[src/rtl/ifu_sram_fetch.sv]
// Purpose: instruction fetch unit; takes a PC, reads one word from the instruction SRAM, hands it to the IDU.
// Latency: PC accepted in cycle N -> arvalid in N+1 -> inst_valid in N+3 at the earliest.
// Backpressure: one transaction in flight; pc_ready stays low until the IDU takes the word or a flush retires it.
// Build option: define IFU_MISALIGN_CHECK_EN to complete misaligned PCs locally with fetch_err=1 and no SRAM read.
module ifu_sram_fetch #(
  parameter int WIDTH = 32
) (
  input  logic             clk,
  input  logic             rst_n,
  // PC stage
  input  logic             pc_valid,
  output logic             pc_ready,
  input  logic [WIDTH-1:0] pc_in,
  input  logic             flush,
  // instruction SRAM read-address channel
  output logic             arvalid,
  input  logic             arready,
  output logic [WIDTH-1:0] araddr,
  // instruction SRAM read-data channel
  input  logic             rvalid,
  output logic             rready,
  input  logic [31:0]      rdata,
  input  logic [1:0]       rresp,
  // IDU
  output logic             inst_valid,
  input  logic             inst_ready,
  output logic [31:0]      inst,
  output logic [WIDTH-1:0] inst_pc,
  output logic             fetch_err
);

  localparam logic [1:0] RESP_OKAY = 2'b00;

  typedef enum logic [1:0] {
    S_IDLE = 2'd0,
    S_ADDR = 2'd1,
    S_DATA = 2'd2,
    S_OUT  = 2'd3
  } state_t;

  state_t state;
  // set when a redirect arrives while the SRAM read is in flight; the
  // response is then drained and dropped instead of being presented
  logic   kill;
  logic   pc_misaligned;
  logic   resp_err;

  // Misalignment only matters when the local-error shortcut is built in;
  // otherwise every accepted PC goes to the SRAM untouched.
`ifdef IFU_MISALIGN_CHECK_EN
  assign pc_misaligned = (pc_in[1:0] != 2'b00);
`else
  assign pc_misaligned = 1'b0;
`endif

  assign resp_err = (rresp != RESP_OKAY);

  // Handshake strobes decode the state register only, so no input reaches
  // an output combinationally and reset takes them to IDLE values at once.
  assign pc_ready   = (state == S_IDLE);
  assign arvalid    = (state == S_ADDR);
  assign rready     = (state == S_DATA);
  assign inst_valid = (state == S_OUT);

  // Fetch sequencer: IDLE -> ADDR -> DATA -> OUT -> IDLE, with kill handling
  always_ff @(posedge clk or negedge rst_n) begin
    if (!rst_n) begin
      state     <= S_IDLE;
      kill      <= 1'b0;
      araddr    <= '0;
      inst_pc   <= '0;
      inst      <= '0;
      fetch_err <= 1'b0;
    end else begin
      case (state)
        S_IDLE: begin
          // a redirect in the same cycle wins over the offered PC
          if (pc_valid && !flush) begin
            araddr  <= pc_in;
            inst_pc <= pc_in;
            kill    <= 1'b0;
            if (pc_misaligned) begin
              inst      <= '0;
              fetch_err <= 1'b1;
              state     <= S_OUT;
            end else begin
              state <= S_ADDR;
            end
          end
        end

        S_ADDR: begin
          // the address must stay offered until taken, so a flush only
          // marks the transaction as dead
          if (flush) begin
            kill <= 1'b1;
          end
          if (arready) begin
            state <= S_DATA;
          end
        end

        S_DATA: begin
          if (flush) begin
            kill <= 1'b1;
          end
          if (rvalid) begin
            if (kill || flush) begin
              // response consumed and thrown away
              kill  <= 1'b0;
              state <= S_IDLE;
            end else begin
              // an error response never leaks bus data to the decoder
              inst      <= resp_err ? 32'h0000_0000 : rdata;
              fetch_err <= resp_err;
              state     <= S_OUT;
            end
          end
        end

        S_OUT: begin
          if (inst_ready || flush) begin
            state <= S_IDLE;
          end
        end

        default: begin
          state <= S_IDLE;
        end
      endcase
    end
  end

  // Protocol invariants of the four channels
  a_one_phase: assert property (@(posedge clk) disable iff (!rst_n)
    $onehot({pc_ready, arvalid, rready, inst_valid}));

  a_ar_hold: assert property (@(posedge clk) disable iff (!rst_n)
    (arvalid && !arready) |=> (arvalid && $stable(araddr)));

  a_inst_hold: assert property (@(posedge clk) disable iff (!rst_n)
    (inst_valid && !inst_ready && !flush) |=>
      (inst_valid && $stable(inst) && $stable(inst_pc) && $stable(fetch_err)));

  a_err_zero: assert property (@(posedge clk) disable iff (!rst_n)
    (inst_valid && fetch_err) |-> (inst == 32'h0000_0000));

endmodule
[config.mk]
export PLATFORM = sky130hd
export DESIGN_NAME = ifu_sram_fetch
export DESIGN_NICKNAME = d
export VERILOG_FILES = /design/src/rtl/ifu_sram_fetch.sv
export SDC_FILE = /design/constraint.sdc
export NUM_CORES = 1
export LEC_CHECK = 0
export CORE_ASPECT_RATIO = 1.5
export CORE_UTILIZATION = 37
export DETAILED_ROUTE_END_ITERATION = 10
export GPL_ROUTABILITY_DRIVEN = 0
export PLACE_DENSITY_LB_ADDON = 0.3
export SYNTH_ARGS = -nofsm -noshare
export SYNTH_HDL_FRONTEND = slang
export SYNTH_SLANG_ARGS = --single-unit
[constraint.sdc]
create_clock -name clk -period 2.53 [get_ports clk]
set_clock_uncertainty 0.2 [all_clocks]
set_input_delay 0.506 -clock clk [delete_from_list [all_inputs] [get_ports clk]]
set_output_delay 0.506 -clock clk [all_outputs]
set_load 0.005 [all_outputs]
==> results by group <==
Run status
  • Outcome: finished clean

Final layout
  • Fill count: 600
  • P&R area growth vs syn: 69.0%
  • Reg area: roughly 0.0017 mm^2
  • Diode count: 0
  • Design area: 0.00487 mm^2
  • Footprint of the multi-input gates: between 800 and 900 um^2
  • NumNets Final: 430
  • Fin util: 64.4%
  • Layout cells sized above 1: 16.6%

Routing
  • DRT antenna net count: 0
  • Total Routed Length: about 6500 um
  • Drt wl/cell: about 14 um
  • Initial DRC Count: between 40 and 50
  • Vias: 2123
  • Via density: approximately 4.6
  • Drt first pass iters: 6
  • DRC: 0

Setup path
  • Setup CP Type: reg2out
  • Crit path launch type: register
  • CP Data Arrival Time: 1.71 ns
  • Crit-path max FO: 5
  • Required @ worst endpoint: 1.82 ns
  • CP Capture Type: primary output

Floorplan
  • Core ar.: 0.00756 mm^2
  • Die height: 110 um
  • Initial Utilization: a little under two fifths
  • Io pins: 174
  • Num rows: 39
  • Die Area: approximately 0.0081 mm^2
  • Die Width: between 70 and 80 um

Job
  • Max_cap viols: 0

Pwr
  • Worst ir drop on vdd: just under 0.8 mV
  • Cell area power density: between 1000 and 1500 mW/mm^2
  • Final total power: 6.02 mW
  • Leak: roughly 2.1 nW

Synthesis
  • Register area share after synthesis: between 50% and 60%
  • Ys flop type: dfrtp_1
  • Syn Inst Count: about 200
  • Unique masters post-synth: 20
  • Async SR Flop Fraction: between 90% and 100%
  • Most frequent cell after synthesis: dfrtp_1
  • Top-area cell type share of the netlist area: 59.1%
  • FF+latch count, synth: between 60 and 70
  • Post-synth EDFFs: 0
  • Area leader, netlist: dfrtp_1
  • List of most frequent post-synthesis cells: dfrtp_1, a22o_1, buf_4, mux2_2
  • Number of synthesis warnings: 0
  • Mapped Area: between 0.002 and 0.003 mm^2
  • Top cells by area, synth: dfrtp_1, mux2_2, a22o_1
  • Syn_nets: between 200 and 300
  • Syn_area_per_cell: roughly 14 um^2

STA
  • Final setup vio count: 0
  • Min cycle time layout: roughly 2.4 ns
  • Period utilization: between 90% and 100%
  • RSZ-0062 raised after global routing: false
  • Final Hold Viols: 0
  • Slew Limit Headroom: about two thirds
  • Fmax: roughly 410 MHz
  • Worst-Margin Slew: 0.528 ns
  • Setup TNS: 0 ns
  • Final slew viol count: 0
  • Fin Hold WS: between 0.3 and 0.4 ns

Placement
  • Post-DP HPWL: ~4900 um
  • Port buffer count: approximately 170
  • Placed cell area: 0.00450 mm^2

Clocking
  • CTS Buf Count: 9
  • Post-CTS Setup Bufs: 0
  • Clock sink total: a little under 70
  • Clock buffer depth: 2
  • CTS tree: done
  • Clock Latency Late Sink: about 0.31 ns
  • H-tree Lvls: 3
  • Clock-pin slew on the worst setup and hold paths: roughly 0.06 ns
  • CTS Root Cell: clkbuf_16

Min path
  • Hold WC Path Type: reg2reg

Global routing
  • GRT Residual Overflow: 0
  • Number of global-route vias before repair: roughly 2.1k
  • Wire length of the first global-routing pass: 10100 um
  • Largest net degree at the start of global routing: 34
  • Initial antenna violation count: 0
  • GRT Total Usage: 16.8%
## cells in the final DEF (no fill, tap or decap), types with 4 or more instances in the layout
cell	instances
clkdlybuf4s50_1	172
dfrtp_1	68
mux2_2	32
a22o_1	32
clkbuf_16	9
a21oi_1	6
ha_1	5
buf_4	4
## sequential cells by signal, summed over array words and instances, names as in the netlist
signal and cells:
inst 32, inst_pc 32, state 2, fetch_err 1
kill 1
## per-layer routing
metal	global-route usage [%]	wire length, um	vias to the layer above
met5	0	0	-
met4	5.36	75	0
met3	6.91	557	7
met2	29.0	3460	109
met1	18.4	2420	1027
li1	-	-	980
## layout make-up
| type | instances | share of cell area, % |
|---|---|---|
| tap | 102 | 2.62 |
| inverter | 3 | 0.231 |
| sequential | 68 | 35.0 |
| clock inverter | 5 | 2.21 |
| multi-input combinational | 89 | 17.9 |
| clock buffer | 11 | 4.99 |
| timing repair buffer | 180 | 37.1 |
## through the flow
| step | std cells | worst slack, ns |
|---|---|---|
| finish | 458 | 0.115 |
| detailed placement | 441 | 0.284 |
| global route | 458 | 0.0151 |
| CTS | 458 | 0.0377 |
| global placement | 441 | 0.330 |
| floorplan | 201 | 0.688 |
## what timing repair did
action                                  4_1_cts  5_1_grt
endpoints found under the hold margin        23        0
resized for setup                             0        1
endpoints found under the setup margin        0        1
hold buffers                                  1        0
## logic make-up (layout without fill, tap and decap cells)
logic type / after synthesis / after routing / synth area share [%]
AO/OA/AOI/OAI: 42 / 42 / 12.3
AND/OR/NAND/NOR: 9 / 9 / 2.74
buffers and inverters: 44 / 199 / 10.8
flip-flops: 68 / 68 / 59.1
adder cells (fa/ha/maj): 6 / 6 / 2.61
multiplexers: 32 / 32 / 12.5
## final timing paths
kind / from / endpoint / slack (ns) / cells after the start
worst max-delay path: state[1] / pc_ready / 0.12 / 3
worst min register to register: inst[7] / inst[7] / 0.30 / 1
worst max register to register: state[0] / inst[23] / 0.59 / 7
max in group asynchronous: rst_n / inst_pc[9] / 0.92 / 3
worst min-delay path: inst[7] / inst[7] / 0.30 / 1
min in group asynchronous: rst_n / inst[14] / 0.50 / 2
## worst max-delay path: stages (launching register included)
cell and delay, ns:
dfrtp_1 0.41, inv_1 0.16, ha_2 0.28, clkdlybuf4s50_1 0.54
## report_power, final
group	leakage, nW	internal, mW	switching, mW
Combinational	1.05	1.89	0.720
Sequential	0.861	1.61	0.355
Clock	0.170	0.994	0.443
Total	2.08	4.50	1.52
No activity file was read; power rests on OpenSTA's default activity.
